## src/rtl/mem_access_ctrl_if.sv

```systemverilog
// -----------------------------------------------------------------------------
// mem_access_ctrl_if
// Bundles the CPU-side request/response handshake and the data-memory bus of
// mem_access_ctrl into one interface.
//
// Modports:
//   slave  - the controller: takes requests and read data, drives the response
//            and the memory strobes/address/write data.
//   master - the environment (CPU memory stage plus data memory): drives
//            requests and read data, observes the response and the memory bus.
//
// Signals:
//   req_valid/req_ready   request handshake
//   req_write/req_size/req_signed/req_addr/req_wdata   request fields
//   resp_valid/resp_rdata/resp_fault                   completion
//   mem_addr/mem_wdata/mem_write/mem_read/mem_rdata    word-wide memory bus
// -----------------------------------------------------------------------------
interface mem_access_ctrl_if #(
    parameter int ADDR_W = 32
);
    logic              req_valid;
    logic              req_ready;
    logic              req_write;
    logic [1:0]        req_size;
    logic              req_signed;
    logic [ADDR_W-1:0] req_addr;
    logic [31:0]       req_wdata;
    logic              resp_valid;
    logic [31:0]       resp_rdata;
    logic              resp_fault;
    logic [ADDR_W-1:0] mem_addr;
    logic [31:0]       mem_wdata;
    logic              mem_write;
    logic              mem_read;
    logic [31:0]       mem_rdata;

    modport slave (
        input  req_valid, req_write, req_size, req_signed, req_addr, req_wdata,
        input  mem_rdata,
        output req_ready, resp_valid, resp_rdata, resp_fault,
        output mem_addr, mem_wdata, mem_write, mem_read
    );

    modport master (
        output req_valid, req_write, req_size, req_signed, req_addr, req_wdata,
        output mem_rdata,
        input  req_ready, resp_valid, resp_rdata, resp_fault,
        input  mem_addr, mem_wdata, mem_write, mem_read
    );
endinterface

```

## src/rtl/mem_access_ctrl.sv

```systemverilog
// -----------------------------------------------------------------------------
// mem_access_ctrl
// Load/store sequencer between the CPU memory stage and a word-wide data
// memory. Accepts one byte/halfword/word request at a time, performs sub-word
// stores as read-modify-write, and returns big-endian lane-extracted,
// sign/zero-extended load data.
//
// Ports:
//   clk    system clock, rising edge
//   rst_n  asynchronous active-low reset
//   bus    mem_access_ctrl_if.slave (request, response and memory bus)
//
// Configuration macro: MEM_ACCESS_CTRL_MISALIGN_TRAP_EN
//   defined   - misaligned halfword/word requests complete with resp_fault and
//               issue no memory strobe.
//   undefined - resp_fault stays 0; misaligned low address bits are ignored.
// -----------------------------------------------------------------------------
module mem_access_ctrl #(
    parameter int ADDR_W = 32
) (
    input  logic                  clk,
    input  logic                  rst_n,
    mem_access_ctrl_if.slave      bus
);
    typedef enum logic [2:0] {
        S_IDLE,
        S_RD,
        S_WAIT,
        S_WR,
        S_RESP
    } state_t;

    state_t            r_state;
    logic              r_write;
    logic [1:0]        r_size;
    logic              r_signed;
    logic [1:0]        r_offset;
    logic [15:0]       r_wdata;

    logic              r_req_ready;
    logic              r_resp_valid;
    logic [31:0]       r_resp_rdata;
    logic              r_resp_fault;
    logic [ADDR_W-1:0] r_mem_addr;
    logic [31:0]       r_mem_wdata;
    logic              r_mem_write;
    logic              r_mem_read;

    logic              w_fault;
    logic [1:0]        w_offset;
    logic [7:0]        w_lane_byte;
    logic [15:0]       w_lane_half;
    logic [31:0]       w_load_data;
    logic [31:0]       w_merged;

    assign bus.req_ready  = r_req_ready;
    assign bus.resp_valid = r_resp_valid;
    assign bus.resp_rdata = r_resp_rdata;
    assign bus.resp_fault = r_resp_fault;
    assign bus.mem_addr   = r_mem_addr;
    assign bus.mem_wdata  = r_mem_wdata;
    assign bus.mem_write  = r_mem_write;
    assign bus.mem_read   = r_mem_read;

    // Request decode: fault detection and the lane offset actually used.
    // Halfwords only look at addr[1] and words at no low bits, so a request
    // that is not faulted always lands on a naturally aligned lane.
    always_comb begin
        // NOTE: every always_comb output gets a default first so no path can infer a latch.
        w_fault  = 1'b0;
        w_offset = 2'b00;
        if (bus.req_size == 2'b00) begin
            w_offset = bus.req_addr[1:0];
        end else if (bus.req_size == 2'b01) begin
            w_offset = {bus.req_addr[1], 1'b0};
        end
`ifdef MEM_ACCESS_CTRL_MISALIGN_TRAP_EN
        if (bus.req_size == 2'b01) begin
            w_fault = bus.req_addr[0];
        end else if (bus.req_size[1]) begin
            w_fault = |bus.req_addr[1:0];
        end
`else
        w_fault = 1'b0;
`endif
    end

    // Big-endian lane extraction for loads and lane merge for sub-word stores,
    // both working on the word returned by memory during WAIT.
    always_comb begin
        w_lane_byte = 8'h00;
        case (r_offset)
            2'd0:    w_lane_byte = bus.mem_rdata[31:24];
            2'd1:    w_lane_byte = bus.mem_rdata[23:16];
            2'd2:    w_lane_byte = bus.mem_rdata[15:8];
            default: w_lane_byte = bus.mem_rdata[7:0];
        endcase
        w_lane_half = r_offset[1] ? bus.mem_rdata[15:0] : bus.mem_rdata[31:16];

        if (r_size[1]) begin
            w_load_data = bus.mem_rdata;
        end else if (r_size[0]) begin
            w_load_data = {{16{r_signed & w_lane_half[15]}}, w_lane_half};
        end else begin
            w_load_data = {{24{r_signed & w_lane_byte[7]}}, w_lane_byte};
        end

        w_merged = bus.mem_rdata;
        if (r_size == 2'b00) begin
            case (r_offset)
                2'd0:    w_merged[31:24] = r_wdata[7:0];
                2'd1:    w_merged[23:16] = r_wdata[7:0];
                2'd2:    w_merged[15:8]  = r_wdata[7:0];
                default: w_merged[7:0]   = r_wdata[7:0];
            endcase
        end else if (r_offset[1]) begin
            w_merged[15:0] = r_wdata;
        end else begin
            w_merged[31:16] = r_wdata;
        end
    end

    // Sequencer. Every output is a register loaded together with the state it
    // belongs to, so strobes are glitch-free and mutually exclusive.
    always_ff @(posedge clk or negedge rst_n) begin
        if (!rst_n) begin
            r_state      <= S_IDLE;
            r_write      <= 1'b0;
            r_size       <= 2'b00;
            r_signed     <= 1'b0;
            r_offset     <= 2'b00;
            r_wdata      <= 16'h0000;
            r_req_ready  <= 1'b1;
            r_resp_valid <= 1'b0;
            r_resp_rdata <= 32'h0;
            r_resp_fault <= 1'b0;
            r_mem_addr   <= '0;
            r_mem_wdata  <= 32'h0;
            r_mem_write  <= 1'b0;
            r_mem_read   <= 1'b0;
        end else begin
            // NOTE: sequential state uses non-blocking assignments so every register samples pre-edge values.
            case (r_state)
                S_IDLE: begin
                    if (bus.req_valid) begin
                        r_write      <= bus.req_write;
                        r_size       <= bus.req_size;
                        r_signed     <= bus.req_signed;
                        r_offset     <= w_offset;
                        r_wdata      <= bus.req_wdata[15:0];
                        r_req_ready  <= 1'b0;
                        r_resp_rdata <= 32'h0;
                        if (w_fault) begin
                            r_resp_valid <= 1'b1;
                            r_resp_fault <= 1'b1;
                            r_state      <= S_RESP;
                        end else begin
                            r_mem_addr <= {bus.req_addr[ADDR_W-1:2], 2'b00};
                            if (bus.req_write && bus.req_size[1]) begin
                                // Full-word store needs no read; write it as given.
                                r_mem_wdata <= bus.req_wdata;
                                r_mem_write <= 1'b1;
                                r_state     <= S_WR;
                            end else begin
                                r_mem_read <= 1'b1;
                                r_state    <= S_RD;
                            end
                        end
                    end
                end
                S_RD: begin
                    r_mem_read <= 1'b0;
                    r_state    <= S_WAIT;
                end
                S_WAIT: begin
                    if (r_write) begin
                        r_mem_wdata <= w_merged;
                        r_mem_write <= 1'b1;
                        r_state     <= S_WR;
                    end else begin
                        r_resp_rdata <= w_load_data;
                        r_resp_valid <= 1'b1;
                        r_state      <= S_RESP;
                    end
                end
                S_WR: begin
                    r_mem_write  <= 1'b0;
                    r_resp_valid <= 1'b1;
                    r_state      <= S_RESP;
                end
                S_RESP: begin
                    r_resp_valid <= 1'b0;
                    r_resp_fault <= 1'b0;
                    r_resp_rdata <= 32'h0;
                    r_mem_addr   <= '0;
                    r_mem_wdata  <= 32'h0;
                    r_req_ready  <= 1'b1;
                    r_state      <= S_IDLE;
                end
                default: begin
                    r_resp_valid <= 1'b0;
                    r_resp_fault <= 1'b0;
                    r_mem_write  <= 1'b0;
                    r_mem_read   <= 1'b0;
                    r_req_ready  <= 1'b1;
                    r_state      <= S_IDLE;
                end
            endcase
        end
    end
endmodule
```

## src/flat_wrapper.sv

```systemverilog
// flat-port wrapper written by rule: the top's interface ports become plain ports
module mem_access_ctrl_flat 
#(
    parameter int ADDR_W = 32
)
  (clk, rst_n, bus_req_valid, bus_req_write, bus_req_size, bus_req_signed, bus_req_addr, bus_req_wdata, bus_mem_rdata, bus_req_ready, bus_resp_valid, bus_resp_rdata, bus_resp_fault, bus_mem_addr, bus_mem_wdata, bus_mem_write, bus_mem_read);
  mem_access_ctrl_if #(.ADDR_W(ADDR_W)) bus_i ();
  input  logic clk;
  input  logic rst_n;
  input wire logic [$bits(bus_i.req_valid)-1:0] bus_req_valid;
  input wire logic [$bits(bus_i.req_write)-1:0] bus_req_write;
  input wire logic [$bits(bus_i.req_size)-1:0] bus_req_size;
  input wire logic [$bits(bus_i.req_signed)-1:0] bus_req_signed;
  input wire logic [$bits(bus_i.req_addr)-1:0] bus_req_addr;
  input wire logic [$bits(bus_i.req_wdata)-1:0] bus_req_wdata;
  input wire logic [$bits(bus_i.mem_rdata)-1:0] bus_mem_rdata;
  output wire logic [$bits(bus_i.req_ready)-1:0] bus_req_ready;
  output wire logic [$bits(bus_i.resp_valid)-1:0] bus_resp_valid;
  output wire logic [$bits(bus_i.resp_rdata)-1:0] bus_resp_rdata;
  output wire logic [$bits(bus_i.resp_fault)-1:0] bus_resp_fault;
  output wire logic [$bits(bus_i.mem_addr)-1:0] bus_mem_addr;
  output wire logic [$bits(bus_i.mem_wdata)-1:0] bus_mem_wdata;
  output wire logic [$bits(bus_i.mem_write)-1:0] bus_mem_write;
  output wire logic [$bits(bus_i.mem_read)-1:0] bus_mem_read;
  assign bus_i.req_valid = bus_req_valid;
  assign bus_i.req_write = bus_req_write;
  assign bus_i.req_size = bus_req_size;
  assign bus_i.req_signed = bus_req_signed;
  assign bus_i.req_addr = bus_req_addr;
  assign bus_i.req_wdata = bus_req_wdata;
  assign bus_i.mem_rdata = bus_mem_rdata;
  assign bus_req_ready = bus_i.req_ready;
  assign bus_resp_valid = bus_i.resp_valid;
  assign bus_resp_rdata = bus_i.resp_rdata;
  assign bus_resp_fault = bus_i.resp_fault;
  assign bus_mem_addr = bus_i.mem_addr;
  assign bus_mem_wdata = bus_i.mem_wdata;
  assign bus_mem_write = bus_i.mem_write;
  assign bus_mem_read = bus_i.mem_read;
  mem_access_ctrl #(.ADDR_W(ADDR_W)) u_core (.clk(clk), .rst_n(rst_n), .bus(bus_i));
endmodule
```

## config.mk

```make
export PLATFORM = sky130hd
export DESIGN_NAME = mem_access_ctrl_flat
export DESIGN_NICKNAME = d
export VERILOG_FILES = /design/src/rtl/mem_access_ctrl_if.sv /design/src/rtl/mem_access_ctrl.sv /design/src/flat_wrapper.sv
export SDC_FILE = /design/constraint.sdc
export NUM_CORES = 1
export LEC_CHECK = 0
export CAP_MARGIN = 20
export CORE_MARGIN = 2
export CORE_UTILIZATION = 51
export CTS_BUF_LIST = sky130_fd_sc_hd__clkbuf_2
export DETAILED_ROUTE_END_ITERATION = 8
export GPL_ROUTABILITY_DRIVEN = 0
export GPL_TIMING_DRIVEN = 0
export PLACE_DENSITY = 0.89
export SETUP_SLACK_MARGIN = 0.3
export SYNTH_ARGS = -nofsm -noshare
export SYNTH_HDL_FRONTEND = slang
export SYNTH_SLANG_ARGS = --single-unit
```

## constraint.sdc

```tcl
create_clock -name clk -period 3.07 [get_ports clk]
set_input_delay 0.4605 -clock clk [delete_from_list [all_inputs] [get_ports clk]]
set_output_delay 0.4605 -clock clk [all_outputs]
set_load 0.01 [all_outputs]
```

## After elaboration in Yosys (flattened, before gate mapping)

Cells that the tools add are included.

| storage, ports and cells | value |
|---|---|
| word-level logic and storage cells | 88 |
| memories | 0 |
| bits in writable memories | 0 |
| output and inout bits | 101 |
| memory bits (read-only) | 0 |
| bits in latches | 0 |
| bits in registers | 125 |
| input bits | 103 |

| operators by class | value |
|---|---|
| mux-type cells | 37 |
| shifts and indexed selects | 0 |
| reductions and logical operators | 20 |
| magnitude comparators | 0 |
| $add $sub $neg | 0 |
| equality and inequality tests | 12 |
| div/mod/pow operators | 0 |
| bitwise operators | 6 |
| $mul | 0 |

Operator list:

| kind | count |
|---|---|
| 2-to-1 mux 32 bit | 9 |
| one-hot mux 32 bit (3 select lines) | 2 |
| one-hot mux 32 bit (2 select lines) | 1 |
| 2-to-1 mux 16 bit | 3 |
| 2-to-1 mux 8 bit | 4 |
| one-hot mux 8 bit (3 select lines) | 1 |
| one-hot mux 3 bit (4 select lines) | 1 |
| OR reduction 3 bit | 3 |
| AND reduction 2 bit | 4 |
| AND reduction 4 bit | 2 |
| 2-to-1 mux 1 bit | 7 |
| == test 3 x 2 -> 1 bit (second input constant) | 2 |
| zero test 2 bit | 3 |
| 2-to-1 mux 2 bit | 3 |
| 2-to-1 mux 3 bit | 2 |
| inequality test 2 bit (second input constant) | 3 |
| one-hot mux 1 bit (3 select lines) | 2 |
| AND reduction 3 bit | 2 |
| == test 2 x 1 -> 1 bit (second input constant) | 2 |
| inequality test 2 x 1 -> 1 bit (second input constant) | 2 |
| inverter 1 bit | 4 |
| one-hot mux 1 bit (2 select lines) | 2 |
| OR reduction 2 bit | 2 |
| == test 3 x 1 -> 1 bit (second input constant) | 1 |
| other kinds (7) | 8 |

## Depth between registers and ports, before layout

| logic depth | value |
|---|---|
| depth after elaboration | 7 |
| depth in mapped cells | 7 |
| gate-level depth less buffers | 4 |

## Worst setup path before layout

OpenSTA, ideal clock, no wires.

| path | value |
|---|---|
| path type | register to register |
| from | register u_core.r_state[2] |
| to | register u_core.r_signed |
| stages on the path, launching flop included | 5 |
| path slack | 1425 ps |
| period minus slack after synthesis | 1645 ps |
| library setup time | 125 ps |
| path buffers | 2 |
| arrival | 1520 ps |
| required time | 2945 ps |
| cell sequence | dfrtp_1 > buf_2 > nor3_4 > buf_2 > mux2_2 |

| between the ends | value |
|---|---|
| word-level cells in the longest chain between the ends | 2 |

Ends and longest elaborated chain:

| item | RTL line | source |
|---|---|---|
| start: declaration | mem_access_ctrl.sv:33 | `state_t r_state;` |
| start signal: assignment | mem_access_ctrl.sv:127 | `r_state <= S_IDLE;` |
| start signal: assignment | mem_access_ctrl.sv:156 | `r_state <= S_RESP;` |
| start signal: assignment | mem_access_ctrl.sv:163 | `r_state <= S_WR;` |
| zero test 3 bit | mem_access_ctrl.sv:143 | `case (r_state)` |
| AND reduction 2 bit (no source line) | -- |  |
| end signal: assignment | mem_access_ctrl.sv:148 | `r_signed <= bus.req_signed;` |
| end: declaration | mem_access_ctrl.sv:36 | `logic r_signed;` |

No other way between the ends.
A chain may end at the register's enable or synchronous reset.

## Final worst setup path

| path | value |
|---|---|
| from | register u_core.r_req_ready, in the netlist u_core.bus.req_ready |
| to | output bus_req_ready |

RTL lines:

| item | RTL line | source |
|---|---|---|
| start: declaration | mem_access_ctrl.sv:40 | `logic r_req_ready;` |
| start signal: assignment | mem_access_ctrl.sv:133 | `r_req_ready <= 1'b1;` |
| start signal: assignment | mem_access_ctrl.sv:151 | `r_req_ready <= 1'b0;` |
| start signal: assignment | mem_access_ctrl.sv:197 | `r_req_ready <= 1'b1;` |
| end: declaration | flat_wrapper.sv:17 | `output wire logic [$bits(bus_i.req_ready)-1:0] bus_req_ready;` |

No word-level cell between the ends.

==> reports/metrics.csv <==
metric,value,unit
Congestion Overflow GR,0,
Ports,204,
"Seq/Total Area, Yosys",0.523,
Slew headroom,0.521,
# rows,39,
unrepaired setup endpoints after global routing,no,
RR Endpoint,u_core.bus.resp_rdata[9],
vias,5725,
crit path kind,flop to primary output,
post-synth cell types,53,
buffers and inverters on the worst path,1,
slowest cell on the critical path,dfstp_2,
die footprint,0.0124,sq mm
clock sinks,123,
Initial Util,0.520,
"slowest stage delay, CP",0.58,ns
crit-path cells,clkdlybuf4s50_1,
Hold WC Path Type,primary input to async pin,
dpl hpwl,14700,um
critical path peak fanout,2,
final core occ,0.741,
Worst R2R Start,u_core.r_size[1],
cells after synthesis,531,
"CTS clk-pin slew, worst paths",0.19,ns
Synth-to-Final Area Change,42.5,%
Logic pwr share,0.538,
largest net degree at the start of global routing,65,
n_diodes,0,
critical path's top delay family,flip-flops,
"Warnings, synthesis",0,
Worst Setup SP,u_core.bus.req_ready,
Startpoint Class,flop,
Die H,111,um
min cycle time layout,2.26,ns
Resized Gates After CTS,0,
clock skew,0.0379,ns
status,finished clean,
final hold violation count,0,
Die Width,111,um
#FFs+latches synth,123,
drt pass-1 iters,5,
Pint,0.00521,W
Synth area leaders,"dfrtp_1, mux2_2, a22o_1, a221o_1, mux2i_1",
Clock power frac,0.131,
initial antenna violation count,0,
syn_area_per_cell,11.1,sq um
Worst EP required,2.61,ns
Avg WL per Cell,21.2,um
vias in the first global route,5581,
Clock Path Buffers,2,
P_sw,0.00356,W
reg2reg setup slack,0.99,ns
Synth area leader,dfrtp_1,
"Hold-fix buffers, CTS",1,
LEAKAGE,3.58,nW
VDD IR max,0.000510,V
Remaining DRCs,0,
share of cells above drive strength 1,0.128,
Reg area,0.00308,sq mm
post-CTS setup buffers,0,
achievable frequency,443,MHz
post-route ant nets,0,
CTS tree,done,
Final #Nets,858,
violation count after the first detailed-routing iteration,589,
Synth Cell Area,0.00589,sq mm
share of the synthesized area in the top cell type,0.519,
Clk Tree Root Cell,clkbuf_2,
Fillers,789,
Reg power frac,0.331,
Sw Ratio,0.406,
Worst-Margin Slew,0.714,ns
Post-synth EDFFs,0,
Max Cap Viol,0,
I/O Buffers,200,
total CTS buffers,17,
Crit. path cell count,1,
Pwr Density,1050,mW/mm^2
ys async rst share,1.00,
top_reg_cell synth,dfrtp_1,
Final Power,0.00877,W
endpoint class of the critical path,primary output,
Crit path arrival time,1.80,ns
GR Util All Layers,0.312,
H-Tree Depth,4,
area occupied by multi-input gates,0.00254,sq mm
hold slack,0.265,ns
first-pass GRT wire length,30300,um
Pins Over Slew Limit,0,
vias per inst,6.28,
final WL,19300,um
Tcrit/Tclk final,0.735,
Final Setup Violations,0,
cells on worst reg2reg path,6,
clk_lat worst skew,0.69,ns
core region area,0.0113,sq mm
## registers in the layout, summed over array words and instances (netlist names), 2 cells and up
| name | cells |
|---|---|
| u_core.bus.mem_addr | 30 |
| u_core.bus.resp_rdata | 32 |
| u_core.r_state | 3 |
| u_core.bus.mem_wdata | 32 |
| u_core.r_wdata | 16 |
| u_core.r_offset | 2 |
| u_core.r_size | 2 |
## logic make-up after synthesis
kind of cell,count (synthesis),synth area share
other,1,0.000637
multiplexers,53,0.0980
AO/OA/AOI/OAI,178,0.229
AND/OR/NAND/NOR,115,0.101
flip-flops,123,0.523
buffers and inverters,60,0.0466
XOR/XNOR,1,0.00149
## power groups by stage
stage	logic [W]	clock network, W	registers (W)
2_1_floorplan	0.00241	0	0.00304
5_1_grt	0.00506	0.00123	0.00297
3_5_place_dp	0.00465	0	0.00291
6_report	0.00472	0.00115	0.00291
3_3_place_gp	0.00446	0	0.00288
4_1_cts	0.00468	0.00115	0.00288
## per-stage QoR
stage / instance area [sq um] / std cells / setup TNS [ns] / worst slack, ns
floorplan: 5890 / 533 / 0 / 1.43
global placement: 8070 / 876 / -347.63 / -2.84
detailed placement: 8110 / 878 / 0 / 0.496
CTS: 8390 / 911 / 0 / 0.787
global route: 8390 / 911 / 0 / 0.755
finish: 8390 / 911 / 0 / 0.813
## cells in the mapped netlist, types with 2 or more instances
library cell / count
dfrtp_1: 122
nand2_1: 31
a22o_1: 30
o211ai_1: 29
a21oi_1: 28
mux2_2: 26
a221o_1: 25
mux2i_1: 25
nand3_1: 24
o21ai_0: 24
buf_2: 23
nor2_1: 21
clkbuf_1: 16
inv_1: 11
or4_1: 9
a221oi_1: 7
o22a_1: 7
or3_1: 7
o22ai_1: 6
o2bb2ai_1: 6
buf_4: 5
buf_1: 4
nor3_1: 4
and2_1: 3
o21a_1: 3
a31oi_1: 2
and2b_1: 2
and3_1: 2
nand2b_1: 2
nand3b_1: 2
nor3b_1: 2
o21ai_1: 2
## worst max-delay path by stage
| stage | end | slack, ns |
|---|---|---|
| after floorplan | u_core.r_signed | 1.43 |
| after global placement | u_core.bus.mem_addr[16] | -2.84 |
| after detailed placement | u_core.bus.mem_wdata[22] | 0.50 |
| after CTS | bus_req_ready | 0.79 |
| after global routing | bus_req_ready | 0.75 |
| final | bus_req_ready | 0.81 |
## layout by cell type, fill, tap and decap left out, types with 4 or more instances in the layout
cell type          n
inv_1             11
mux2i_1           25
buf_1              4
buf_2             24
a21oi_1           28
or4_1              9
a221oi_1           7
bufinv_16          4
o22ai_1            6
clkbuf_1          16
dfrtp_1          122
mux2_2            26
o2bb2ai_1          6
nor3_1             4
or3_1              7
o22a_1             7
nor2_1            21
buf_4              5
clkbuf_2          20
clkdlybuf4s50_1  199
nand3_1           24
a221o_1           25
a22o_1            30
clkinv_2           4
o211ai_1          29
nand2_1           31
o21ai_0           24
## area by class of cell
class / count / share of cell area
buffer: 49 / 0.0277
inverter: 11 / 0.00492
timing repair buffer: 203 / 0.244
clock buffer: 19 / 0.0113
clock inverter: 13 / 0.0209
sequential: 123 / 0.367
tap: 143 / 0.0213
multi-input combinational: 350 / 0.303
## routing by layer
metal,global-route usage,vias to the layer above,wire length [um]
met3,0.0713,70,1940
met2,0.513,396,9140
li1,-,2462,-
met5,0,-,0
met4,0.106,0,680
met1,0.412,2797,7530
(Power assumes the default switching activity.)
